**config.mk**
```make
export PLATFORM = sky130hd
export DESIGN_NAME = eq_gain_ramp_ctrl
export DESIGN_NICKNAME = d
export VERILOG_FILES = /design/src/rtl/eq_cfg_pkg.sv /design/src/rtl/gain_ramp_step.sv /design/src/rtl/eq_gain_ramp_ctrl.sv
export SDC_FILE = /design/constraint.sdc
export NUM_CORES = 1
export LEC_CHECK = 0
export CAP_MARGIN = 20
export CORE_MARGIN = 4
export CORE_UTILIZATION = 40
export DETAILED_ROUTE_END_ITERATION = 16
export HOLD_SLACK_MARGIN = 0.03
export SLEW_MARGIN = 20
export SYNTH_ARGS = -nofsm -noshare
export SYNTH_HDL_FRONTEND = slang
export SYNTH_SLANG_ARGS = --single-unit
```
**constraint.sdc**
```tcl
create_clock -name clk -period 10.3 [get_ports clk]
set_input_delay 3.09 -clock clk [delete_from_list [all_inputs] [get_ports clk]]
set_output_delay 3.09 -clock clk [all_outputs]
set_load 0.01 [all_outputs]
```
**src/rtl/eq_cfg_pkg.sv**
```systemverilog
// Shared configuration for the equalizer amplifier gain controller.
// Holds the default build parameters, the band-index width, the controller
// state encoding and band indices in equalizer port order.
package eq_cfg_pkg;

    localparam int unsigned NUMBER_OF_FILTERS = 8;
    localparam int unsigned GAIN_BITS         = 8;
    localparam int unsigned GAIN_FRAC_BITS    = 2;   // 8.2 format: -32.0 .. +31.75
    localparam int unsigned RAMP_STEP         = 1;   // raw LSBs per sample (0.25)
    localparam int          DEFAULT_GAIN      = 4;   // raw 4 = 1.0
    localparam int unsigned BAND_IDX_BITS     = $clog2(NUMBER_OF_FILTERS);

    typedef enum logic [1:0] {
        ST_IDLE = 2'd0,
        ST_PEND = 2'd1,
        ST_RAMP = 2'd2
    } ctrl_state_e;

    // Band indices matching the equalizer's amplifier port order
    localparam logic [BAND_IDX_BITS-1:0] BAND_LPF_1000HZ = BAND_IDX_BITS'(0);
    localparam logic [BAND_IDX_BITS-1:0] BAND_1          = BAND_IDX_BITS'(1);
    localparam logic [BAND_IDX_BITS-1:0] BAND_2          = BAND_IDX_BITS'(2);
    localparam logic [BAND_IDX_BITS-1:0] BAND_3          = BAND_IDX_BITS'(3);
    localparam logic [BAND_IDX_BITS-1:0] BAND_4          = BAND_IDX_BITS'(4);
    localparam logic [BAND_IDX_BITS-1:0] BAND_5          = BAND_IDX_BITS'(5);
    localparam logic [BAND_IDX_BITS-1:0] BAND_6          = BAND_IDX_BITS'(6);
    localparam logic [BAND_IDX_BITS-1:0] BAND_HPF_7000HZ = BAND_IDX_BITS'(7);

endpackage

```
**src/rtl/gain_ramp_step.sv**
```systemverilog
// One band's ramp step: moves live toward target by at most RAMP_STEP raw LSBs.
// Ports:
//   live        current live gain (signed)
//   target      committed target gain (signed)
//   next_live_c live gain after one step (combinational)
module gain_ramp_step #(
    parameter int unsigned GAIN_BITS = eq_cfg_pkg::GAIN_BITS,
    parameter int unsigned RAMP_STEP = eq_cfg_pkg::RAMP_STEP
) (
    input  logic signed [GAIN_BITS-1:0] live,
    input  logic signed [GAIN_BITS-1:0] target,
    output logic signed [GAIN_BITS-1:0] next_live_c
);

    // One extra bit so the difference of two full-range gains cannot wrap
    localparam int unsigned DIFF_W = GAIN_BITS + 1;
    localparam logic signed [DIFF_W-1:0] STEP_POS = DIFF_W'(RAMP_STEP);
    localparam logic signed [DIFF_W-1:0] STEP_NEG = -STEP_POS;

    logic signed [DIFF_W-1:0] live_x;
    logic signed [DIFF_W-1:0] target_x;
    logic signed [DIFF_W-1:0] diff;

    assign live_x   = {live[GAIN_BITS-1], live};
    assign target_x = {target[GAIN_BITS-1], target};
    assign diff     = target_x - live_x;

    // Within one step we land exactly on target, so the result never overshoots
    always_comb begin
        next_live_c = target;
        if (diff > STEP_POS) begin
            next_live_c = GAIN_BITS'(live_x + STEP_POS);
        end else if (diff < STEP_NEG) begin
            next_live_c = GAIN_BITS'(live_x - STEP_POS);
        end
    end

endmodule

```
**src/rtl/eq_gain_ramp_ctrl.sv**
```systemverilog
// Equalizer amplifier gain controller: stages per-band gain writes from a host,
// commits them as targets, and ramps the live gain bus toward the targets one
// bounded step per output sample to avoid zipper noise.
// Ports:
//   clk, rst          clock, asynchronous active-high reset
//   sample_tick       one-cycle pulse per equalizer output sample
//   cfg_valid/ready   host handshake; a beat is accepted when both are high
//   cfg_band/gain     band index and signed raw gain of a write
//   cfg_wr/commit     beat writes the stage register / commits stage to target
//   amplifier_gains   live gains, band i at [(i+1)*GAIN_BITS-1 : i*GAIN_BITS]
//   amplifier_enable  set by the first accepted commit, held until reset
//   ramp_busy         high while a ramp is in progress
//   cfg_err           one-cycle pulse after a write to an out-of-range band
module eq_gain_ramp_ctrl #(
    parameter  int unsigned NUMBER_OF_FILTERS = eq_cfg_pkg::NUMBER_OF_FILTERS,
    parameter  int unsigned GAIN_BITS         = eq_cfg_pkg::GAIN_BITS,
    parameter  int unsigned RAMP_STEP         = eq_cfg_pkg::RAMP_STEP,
    parameter  int          DEFAULT_GAIN      = eq_cfg_pkg::DEFAULT_GAIN,
    localparam int unsigned BAND_W            = $clog2(NUMBER_OF_FILTERS)
) (
    input  logic                                   clk,
    input  logic                                   rst,
    input  logic                                   sample_tick,
    input  logic                                   cfg_valid,
    output logic                                   cfg_ready,
    input  logic [BAND_W-1:0]                      cfg_band,
    input  logic [GAIN_BITS-1:0]                   cfg_gain,
    input  logic                                   cfg_wr,
    input  logic                                   cfg_commit,
    output logic [NUMBER_OF_FILTERS*GAIN_BITS-1:0] amplifier_gains,
    output logic                                   amplifier_enable,
    output logic                                   ramp_busy,
    output logic                                   cfg_err
);

    import eq_cfg_pkg::*;

    typedef logic signed [GAIN_BITS-1:0] gain_t;

    localparam gain_t RESET_GAIN = GAIN_BITS'(DEFAULT_GAIN);

    ctrl_state_e state_q, state_d;

    gain_t stage_q  [NUMBER_OF_FILTERS];
    gain_t stage_d  [NUMBER_OF_FILTERS];
    gain_t target_q [NUMBER_OF_FILTERS];
    gain_t target_d [NUMBER_OF_FILTERS];
    gain_t live_q   [NUMBER_OF_FILTERS];
    gain_t live_d   [NUMBER_OF_FILTERS];
    gain_t step_live[NUMBER_OF_FILTERS];

    logic ready_q, ready_d;
    logic busy_q, busy_d;
    logic err_q, err_d;
    logic enable_q, enable_d;

    logic accept;
    logic band_ok;
    logic all_equal;

    assign accept  = cfg_valid & ready_q;
    assign band_ok = ({1'b0, cfg_band} < (BAND_W + 1)'(NUMBER_OF_FILTERS));

    // Ramp is complete when every live gain sits on its target
    always_comb begin
        all_equal = 1'b1;
        for (int i = 0; i < NUMBER_OF_FILTERS; i++) begin
            if (live_q[i] != target_q[i]) begin
                all_equal = 1'b0;
            end
        end
    end

    // Per-band step units and live-bus packing
    for (genvar i = 0; i < NUMBER_OF_FILTERS; i++) begin : g_band
        gain_ramp_step #(
            .GAIN_BITS (GAIN_BITS),
            .RAMP_STEP (RAMP_STEP)
        ) u_step (
            .live        (live_q[i]),
            .target      (target_q[i]),
            .next_live_c (step_live[i])
        );
        assign amplifier_gains[i*GAIN_BITS +: GAIN_BITS] = live_q[i];
    end

    // State register
    always_ff @(posedge clk or posedge rst) begin
        if (rst) begin
            state_q <= ST_IDLE;
        end else begin
            state_q <= state_d;
        end
    end

    // Next-state logic
    always_comb begin
        state_d = state_q;
        case (state_q)
            ST_IDLE: begin
                if (accept && cfg_commit) begin
                    state_d = ST_RAMP;
                end else if (accept && cfg_wr) begin
                    state_d = ST_PEND;
                end
            end
            ST_PEND: begin
                if (accept && cfg_commit) begin
                    state_d = ST_RAMP;
                end
            end
            ST_RAMP: begin
                if (all_equal) begin
                    state_d = ST_IDLE;
                end
            end
            default: state_d = ST_IDLE;
        endcase
    end

    // Output logic; status flags follow the state being entered
    always_comb begin
        ready_d  = 1'b1;
        busy_d   = 1'b0;
        err_d    = accept & cfg_wr & ~band_ok;
        enable_d = enable_q | (accept & cfg_commit);
        if (state_d == ST_RAMP) begin
            ready_d = 1'b0;
            busy_d  = 1'b1;
        end
    end

    // Gain datapath: write lands in stage first so a same-beat commit sees it
    always_comb begin
        for (int i = 0; i < NUMBER_OF_FILTERS; i++) begin
            stage_d[i]  = stage_q[i];
            target_d[i] = target_q[i];
            live_d[i]   = live_q[i];
        end
        for (int i = 0; i < NUMBER_OF_FILTERS; i++) begin
            if (accept && cfg_wr && band_ok && (cfg_band == BAND_W'(i))) begin
                stage_d[i] = cfg_gain;
            end
            if (accept && cfg_commit) begin
                target_d[i] = stage_d[i];
            end
            if ((state_q == ST_RAMP) && sample_tick) begin
                live_d[i] = step_live[i];
            end
        end
    end

    always_ff @(posedge clk or posedge rst) begin
        if (rst) begin
            for (int i = 0; i < NUMBER_OF_FILTERS; i++) begin
                stage_q[i]  <= RESET_GAIN;
                target_q[i] <= RESET_GAIN;
                live_q[i]   <= RESET_GAIN;
            end
            ready_q  <= 1'b0;
            busy_q   <= 1'b0;
            err_q    <= 1'b0;
            enable_q <= 1'b0;
        end else begin
            for (int i = 0; i < NUMBER_OF_FILTERS; i++) begin
                stage_q[i]  <= stage_d[i];
                target_q[i] <= target_d[i];
                live_q[i]   <= live_d[i];
            end
            ready_q  <= ready_d;
            busy_q   <= busy_d;
            err_q    <= err_d;
            enable_q <= enable_d;
        end
    end

    assign cfg_ready        = ready_q;
    assign ramp_busy        = busy_q;
    assign cfg_err          = err_q;
    assign amplifier_enable = enable_q;

endmodule

```
== After elaboration in Yosys (flattened, before gate mapping) ==
Cells that the tools add are included.
Storage, ports and cells
  register bits: 197
  input bits: 17
  output and inout port bits: 68
Cells by class
  add/sub/neg operators: 24
  magnitude comparators: 16
  equal/unequal tests: 18
  mux-type cells: 39
  bitwise operators: 3
  reductions and logical operators: 13
Operator list (number)
  $mux 8: 24
  $gt 9x2->1 const B: 8
  $lt 9x1->1 const B: 8
  $sub 8x8->9: 8
  $add 8x2->8 const B: 8
  $ne 8x8->1: 8
  $sub 8x2->8 const B: 8
  $eq 3x3->1 const B: 4
  $logic_and 1x1->1: 11
  $mux 1: 10
  $mux 2: 4
  $eq 3x2->1 const B: 2
  $pmux 2 s3: 1
  $eq 2x2->1 const B: 2
  $eq 3x1->1 const B: 1
  $logic_not 3->1: 1
  $and 1x1->1: 2
  $eq 2x1->1 const B: 1
  $logic_not 2->1: 1
  $or 1x1->1: 1

== Longest topological paths before layout ==
Gate-level depths: netlist of the first run.
  word-level depth: 13
  depth in mapped cells: 14
  depth with buffers taken out: 13

== By module ==
Synthesis of the first run repeated with hierarchy kept, for this count alone.
Second synthesis, totals
  cell total of the unflattened synthesis: 1667
  area, all modules: 15393.5 um^2
By module, submodules not included
  eq_gain_ramp_ctrl: times used 1, cells an instance 651, area an instance 8171.6 um^2, seq. area each 4959.8 um^2
  gain_ramp_step (g_band[0].u_step ...): times used 6, cells an instance 127, area an instance 899.6 um^2, seq. area each 0.0 um^2
  gain_ramp_step (g_band[2].u_step ...): times used 2, cells an instance 127, area an instance 912.1 um^2, seq. area each 0.0 um^2

== Worst setup path after synthesis of the first run ==
Ideal clock, no wire load.
  kind: input -> register
  from: input sample_tick
  to: register live_q (netlist bit amplifier_gains[33])
  arrival: 4.293 ns
  required time: 10.217 ns
  path slack: 5.925 ns
  cell stages on the path: 6
  cells stage by stage: and3b_1 -> clkbuf_1 -> clkbuf_1 -> clkbuf_1 -> o311ai_0 -> o21ai_0
On the way
  longest elaborated chain between the ends: 1
RTL lines
  from (decl): RTL line eq_gain_ramp_ctrl.sv:23  | input logic sample_tick,
  $logic_and 1x1->1: RTL line eq_gain_ramp_ctrl.sv:147  | if ((state_q == ST_RAMP) && sample_tick) begin
  to (signal, indexed assignment): RTL line eq_gain_ramp_ctrl.sv:168  | live_q[i] <= live_d[i];
  to (decl): RTL line eq_gain_ramp_ctrl.sv:48  | gain_t live_q [NUMBER_OF_FILTERS];
Every way passes these cells.
A chain may end at the register's enable or synchronous reset.

==> Implementation_results.wiki, run 1 <==
{| class="wikitable"
! Metric !! Value
|-
| 1st-iter DRT viols || 802
|-
| Chip Height || 192 um
|-
| Most used flip-flop cell after synthesis || sky130_fd_sc_hd__dfrtp_1
|-
| 1st-pass router iterations || 5
|-
| Tcrit/Tclk final || 47.8%
|-
| Share of the synthesized area in the top cell type || 32.0%
|-
| CP max FO || 8
|-
| Clock tree from TritonCTS || done
|-
| CP Data Required Time || 10.61 ns
|-
| Cell family contributing the most delay on the critical path || simple AND/OR/NAND/NOR gates
|-
| DRC || 0
|-
| Final weighted congestion of routability-driven global placement || 0.882
|-
| Number of maximum-capacitance constraint violations || 0
|-
| Highest attainable clock frequency || 0.203 GHz
|-
| Final-layout setup total negative slack || 0 ns
|-
| Net count of the mapped netlist || 1,666
|-
| Sequential fraction of the synthesis area || 36.6%
|-
| Die extent in x || 192 um
|-
| Total count of hold-check failures in the final report || 0
|-
| Combined global-route utilization of all metal layers || 21.1%
|-
| Category of the critical setup timing path || in -> reg
|-
| Final worst clock skew || 0.0128 ns
|-
| Initial cell density of the core || 40.5%
|-
| Post-CTS setup buffer count || 0
|-
| Share of flip-flops with an asynchronous set or reset after synthesis || 100%
|-
| Number of vias per cell after detailed routing || 5.81
|-
| Transition time of the tightest slew-check pin || 1.07 ns
|-
| Worst hold path cell count || 1
|-
| Via count || 12,081
|-
| Static Leak || 6.97 nW
|-
| HPWL after detailed placement || 27,400 um
|-
| Synth top area cells || sky130_fd_sc_hd__dfrtp_1, sky130_fd_sc_hd__ha_1, sky130_fd_sc_hd__nand2_1
|-
| Synth warnings || 0
|-
| Mean instance size in the synthesized netlist || 8.68 um^2
|-
| Critical Path AT || 5.23 ns
|-
| Post-synthesis to final-layout area growth || 13.6%
|-
| Final instance area || 15,400 um^2
|-
| Rel. slew slack || 28.3%
|-
| Path depth of the worst reg2reg path || 11
|-
| Worst supply voltage drop on vdd || 0.000125 V
|-
| Final wirelength || 38,500 um
|-
| Gate count after technology mapping || 1,561
|-
| Post-synthesis sequential element count || 197
|-
| RSZ-0062 raised after global routing || no
|-
| Synth cell types || 84
|-
| Number of nets in the finished design || 1,724
|-
| Fin crit period || 4.92 ns
|-
| Final setup viols || 0
|-
| Maximum number of pins on one net before global-route repair || 120
|-
| Worst hold path type || reg -> reg
|-
| Area of the core || 33,400 um^2
|-
| Placed standard-cell area || 14,800 um^2
|-
| Critical-path cell with the highest stage delay || sky130_fd_sc_hd__nor2_1
|-
| Number of buffers inserted for hold repair after clock tree synthesis || 0
|-
| Area taken by multi-input logic gates || 7880 um^2
|-
| Number of pins exceeding their max-slew limit in the final report || 0
|-
| Number of buffers inserted during clock tree synthesis || 17
|-
| Count of port buffers added during placement || 83
|-
| Status || finished clean
|-
| Top Ports || 85
|-
| Number of antenna repair diodes || 0
|-
| Critical-path cell list || clkdlybuf4s50_1 > nand4_1 > nor2_1 > mux2_2 > nand2_1 > o21ai_0
|-
| Vias in the first global route || 11,697
|-
| Post-synth EDFFs || 0
|-
| Antenna Violating Nets Remaining || 0
|-
| Clock root buffer master || sky130_fd_sc_hd__clkbuf_16
|-
| Num rows || 67
|-
| Endpoint type of the worst setup path || register
|-
| Ratio of cells with drive above 1 in the final layout || 9.80%
|-
| Worst path depth || 6
|-
| Final global-route overflow total || 0
|-
| Netlist Area Pre-Place || 13,500 um^2
|-
| Buffer levels on the longest clock path || 2
|-
| Total die area || 36,900 um^2
|-
| Pwr Density || 239 nW/um^2
|-
| Avg WL per Cell || 18.5 um
|-
| Buf+Inv Stages, Crit Path || 1
|-
| Peak per-stage delay on the critical path || 0.67 ns
|-
| Clock transition at the register clock pins on the worst setup and hold paths after CTS || 0.07 ns
|-
| Leading cell type in the layout, fill and taps excluded || sky130_fd_sc_hd__nand2_1
|-
| Kind of launch point of the worst setup path || input port
|-
| Leading cell types in the layout, fill and taps excluded || sky130_fd_sc_hd__nand2_1, sky130_fd_sc_hd__dfrtp_1, sky130_fd_sc_hd__inv_1
|-
| Global-route wire length before repair || 62,600 um
|-
| Storage element area || 4960 um^2
|-
| Layout fillers || 3,204
|-
| Clock latency on the worst-skew pair || 0.45 ns
|-
| Number of antenna violations at the first check in global routing || 1
|-
| Total of cells resized after clock tree synthesis || 0
|-
| H-Tree Depth || 4
|-
| Total number of clock tree sinks || 197
|-
| Biggest area consumer among synthesized cells || sky130_fd_sc_hd__dfrtp_1
|}
[registers in the layout, summed over array words and instances, names as in the netlist]
| signal | flops |
|---|---|
| amplifier_enable | 1 |
| amplifier_gains | 64 |
| cfg_ready | 1 |
| ramp_busy | 1 |
| stage_q | 64 |
| state_q | 2 |
| target_q | 64 |
[cell usage after synthesis (15+ instances only)]
cell / number
sky130_fd_sc_hd__o21ai_0: 63
sky130_fd_sc_hd__inv_1: 125
sky130_fd_sc_hd__a31oi_1: 18
sky130_fd_sc_hd__ha_1: 80
sky130_fd_sc_hd__nor4_1: 19
sky130_fd_sc_hd__nand2_1: 251
sky130_fd_sc_hd__clkbuf_1: 44
sky130_fd_sc_hd__mux2_2: 70
sky130_fd_sc_hd__a211oi_1: 15
sky130_fd_sc_hd__nand3_1: 59
sky130_fd_sc_hd__xnor2_1: 26
sky130_fd_sc_hd__a21oi_1: 67
sky130_fd_sc_hd__nand4_1: 25
sky130_fd_sc_hd__nand2b_1: 23
sky130_fd_sc_hd__o22ai_1: 26
sky130_fd_sc_hd__and3_1: 18
sky130_fd_sc_hd__dfrtp_1: 173
sky130_fd_sc_hd__xor2_1: 16
sky130_fd_sc_hd__nor2b_1: 19
sky130_fd_sc_hd__nor2_1: 83
sky130_fd_sc_hd__dfstp_2: 24
sky130_fd_sc_hd__nor3_1: 55
[where the power goes]
| group | internal (mW) | switching, mW |
|---|---|---|
| Combinational | 0.816 | 1.09 |
| Sequential | 0.892 | 0.178 |
| Clock | 0.368 | 0.335 |
[worst paths after layout]
check                                     from                   to  slack [ns]
max in group asynchronous                  rst         target_q[12]        5.82
min in group asynchronous                  rst   amplifier_gains[1]        3.20
setup / recovery                     cfg_valid         target_q[16]        5.38
hold reg to reg               amplifier_enable     amplifier_enable        0.48
setup reg to reg           amplifier_gains[25]  amplifier_gains[26]        6.36
hold / removal                amplifier_enable     amplifier_enable        0.48
[cell families after synthesis]
logic type	synth area share, %
AO/OA/AOI/OAI	19.0
flip-flops	36.6
multiplexers	6.41
other	0.0277
adder cells (fa/ha/maj)	8.57
buffers and inverters	5.25
XOR/XNOR	2.72
AND/OR/NAND/NOR	21.5
[metrics by stage]
| step | setup WS [ns] | power [mW] | util (%) | std cells | hold slack (ns) |
|---|---|---|---|---|---|
| after global placement | 4.95 | 2.95 | 44.2 | 2048 | 0.452 |
| after floorplan | 1.88 | 2.38 | - | 1561 | 0.448 |
| after global routing | 5.28 | 3.96 | 46.0 | 2080 | 0.499 |
| after CTS | 5.41 | 3.69 | 46.0 | 2080 | 0.482 |
| final | 5.38 | 3.68 | 46.0 | 2080 | 0.480 |
| after detailed placement | 4.92 | 2.97 | 44.2 | 2048 | 0.458 |
[layout make-up]
class	count	share of cell area [%]
flip-flops and latches	197	32.2
inverters	126	3.12
clock buffers	19	2.81
well taps	448	3.64
clock inverters	13	1.11
multi-input cells	1186	51.2
repair buffers	91	5.82
[layer usage]
metal | vias to the layer above | wire length [um] | GRT usage (%)
met3 | 34 | 1860 | 3.02
met5 | - | 0 | 0
met4 | 0 | 603 | 5.49
met2 | 325 | 18300 | 34.9
met1 | 5920 | 17800 | 29.2
li1 | 5802 | - | -
Note: power is estimated with default switching activity, not from simulation.
==> run 2: changes to the inputs <==
- clock period: 10.3 -> 4.1 ns (I/O delays scaled with it)
==> run 2 against run 1 <==
Hold slack worse by 0.015 ns. Sequential share of layout area shrank 0.31 points. Clock skew up 0.0012 ns. Power up 150%. Register-to-register slack worse by 5.8 ns. Die area unchanged. Setup slack worse by 4.9 ns. Combinational power grew to 2.5 times the previous value. Clock-buffer cell count up 1. Critical path type is now reg -> reg. Largest power group unchanged. Highest routed layer unchanged.
==> Implementation_results.wiki, run 2 (synthesized netlist as in run 1, its figures left out) <==
{| class="wikitable"
! Metric !! Value
|-
| Number of buffers inserted during clock tree synthesis || 17 (unchanged)
|-
| Final core utilization || 46.4% (+0.45 points)
|-
| CP max FO || 15 (+7)
|-
| CP Data Required Time || 4.47 ns (-6.14 ns)
|-
| Worst hold path cell count || 1 (unchanged)
|-
| Leading cell type in the layout, fill and taps excluded || sky130_fd_sc_hd__nand2_1
|-
| Number of pins exceeding their max-slew limit in the final report || 0 (unchanged)
|-
| Num rows || 67 (unchanged)
|-
| Final setup viols || 0 (unchanged)
|-
| Status || finished clean
|-
| Highest attainable clock frequency || 0.279 GHz
|-
| Ratio of cells with drive above 1 in the final layout || 10.7% (+0.88 points)
|-
| Layout fillers || 3,210 (+0.19%)
|-
| Worst hold margin || 0.465 ns (-0.0148 ns)
|-
| Final weighted congestion of routability-driven global placement || 0.947 (+7.3%)
|-
| Number of nets in the finished design || 1,740 (+0.93%)
|-
| Final worst clock skew || 0.0140 ns (+0.00117 ns)
|-
| Chip Height || 192 um (unchanged)
|-
| RSZ-0062 raised after global routing || no
|-
| Antenna Violating Nets Remaining || 0 (unchanged)
|-
| Buffer levels on the longest clock path || 2 (unchanged)
|-
| Startpoint of the worst hold path || amplifier_enable
|-
| Rel. slew slack || 35.5% (+7.2 points)
|-
| Total die area || 36,900 um^2 (unchanged)
|-
| H-Tree Depth || 4 (unchanged)
|-
| Total count of hold-check failures in the final report || 0 (unchanged)
|-
| Final wirelength || 38,400 um (-0.28%)
|-
| Clock latency on the worst-skew pair || 0.44 ns (about the same)
|-
| Count of port buffers added during placement || 83 (unchanged)
|-
| Via count || 12,050 (-0.26%)
|-
| Number of maximum-capacitance constraint violations || 0 (unchanged)
|-
| Global-route wire length before repair || 61,900 um (-1.1%)
|-
| Maximum number of pins on one net before global-route repair || 101 (-16%)
|-
| DRC || 0 (unchanged)
|-
| 1st-pass router iterations || 6 (+1)
|-
| Beginning of the worst register-to-register path || target_q[8]
|-
| Clock transition at the register clock pins on the worst setup and hold paths after CTS || 0.07 ns (about the same)
|-
| Static Leak || 7.05 nW (+1.2%)
|-
| Avg WL per Cell || 18.3 um (-1.1%)
|-
| 1st-iter DRT viols || 978 (+22%)
|-
| Endpoint type of the worst setup path || register
|-
| Category of the critical setup timing path || reg -> reg
|-
| Number of antenna violations at the first check in global routing || 1 (unchanged)
|-
| Final-layout setup total negative slack || 0 ns (unchanged)
|-
| Kind of launch point of the worst setup path || register
|-
| Final global-route overflow total || 0 (unchanged)
|-
| Total number of clock tree sinks || 197 (unchanged)
|-
| Die extent in x || 192 um (unchanged)
|-
| FF-to-FF setup slack || 0.52 ns (-5.84 ns)
|-
| Worst reg2reg path endpoint || amplifier_gains[54]
|-
| HPWL after detailed placement || 28,300 um (+3.2%)
|-
| Overall power || 9.18 mW (+150%)
|-
| Pwr Density || 591 nW/um^2 (+150%)
|-
| Worst supply voltage drop on vdd || 0.000320 V (+160%)
|-
| Initial cell density of the core || 40.5% (unchanged)
|-
| Post-synthesis to final-layout area growth || 14.7%
|-
| Total of cells resized after clock tree synthesis || 0 (unchanged)
|-
| Number of vias per cell after detailed routing || 5.75 (-1.1%)
|-
| Clock root buffer master || sky130_fd_sc_hd__clkbuf_16
|-
| Storage element area || 4960 um^2 (unchanged)
|-
| Vias in the first global route || 11,605 (-0.79%)
|-
| Leading cell types in the layout, fill and taps excluded || sky130_fd_sc_hd__nand2_1, sky130_fd_sc_hd__dfrtp_1, sky130_fd_sc_hd__inv_1
|-
| Critical Path AT || 3.95 ns (-1.28 ns)
|-
| Top Ports || 85 (unchanged)
|-
| Area taken by multi-input logic gates || 7880 um^2 (unchanged)
|-
| Combined global-route utilization of all metal layers || 20.8% (-0.28 points)
|-
| Number of buffers inserted for hold repair after clock tree synthesis || 0 (unchanged)
|-
| Area of the core || 33,400 um^2 (unchanged)
|-
| Transition time of the tightest slew-check pin || 0.965 ns (-0.103 ns)
|-
| Worst hold path type || reg -> reg
|-
| Fin crit period || 3.58 ns
|-
| Sink of the worst hold path || amplifier_enable
|-
| Tcrit/Tclk final || 87.3%
|-
| Post-CTS setup buffer count || 0 (unchanged)
|-
| Path depth of the worst reg2reg path || 12 (+1)
|-
| Clock tree from TritonCTS || done
|}
-- run 2: metrics by stage --
stage | setup WS [ns] | std cells | cell area, um^2
floorplan | 0.343 | 1561 | 13500
CTS | 0.496 | 2096 | 15500
finish | 0.520 | 2097 | 15500
global placement | 0.575 | 2064 | 15000
global route | 0.185 | 2097 | 15500
detailed placement | 0.553 | 2064 | 15000
-- run 2: routing by layer --
layer,vias up,GRT usage (%),wire [um]
li1,5828,-,-
met1,5865,29.7,18100
met2,310,32.9,17800
met3,47,3.07,1670
met4,0,6.50,782
met5,-,0,0
-- run 2: worst max-delay path by stage --
stage,startpoint,endpoint,slack (ns)
detailed placement,amplifier_gains[48],amplifier_gains[54],0.55
finish,target_q[8],amplifier_gains[54],0.52
global route,target_q[8],amplifier_gains[54],0.18
global placement,amplifier_gains[48],amplifier_gains[54],0.57
floorplan,rst,amplifier_enable,0.34
CTS,amplifier_gains[48],amplifier_gains[54],0.50
-- run 2: worst max-delay path, stage by stage (launching register included) --
cell and delay [ns]:
sky130_fd_sc_hd__dfrtp_1 0.37, sky130_fd_sc_hd__inv_1 0.12, sky130_fd_sc_hd__ha_1 0.18, sky130_fd_sc_hd__inv_1 0.05
sky130_fd_sc_hd__fa_1 0.40, sky130_fd_sc_hd__a21o_1 0.22, sky130_fd_sc_hd__a221oi_1 0.40, sky130_fd_sc_hd__nor2b_1 0.09
sky130_fd_sc_hd__o41ai_1 0.48, sky130_fd_sc_hd__nand2b_1 0.54, sky130_fd_sc_hd__nor2b_1 0.09, sky130_fd_sc_hd__or4_1 0.42
sky130_fd_sc_hd__a21oi_1 0.15
-- run 2: report_power, final --
| part | switching [mW] | internal (mW) |
|---|---|---|
| clock network | 0.804 | 0.867 |
| logic | 2.75 | 2.09 |
| registers | 0.433 | 2.24 |
| total | 3.99 | 5.20 |
-- run 2: final cells by class --
class / count / share of cell area, %
Multi-Input combinational cell: 1186 / 50.7
Clock inverter: 12 / 0.757
Tap cell: 448 / 3.61
Inverter: 126 / 3.07
Timing Repair Buffer: 107 / 6.99
Clock buffer: 20 / 2.88
Antenna cell: 1 / 0.0161
Sequential cell: 197 / 31.9
==> run 3: changes to the inputs <==
- CTS_CLUSTER_SIZE: unset -> 10
==> results of run 3 <==
Same layout as run 2: the final DEF is identical, and so are final timing and power.
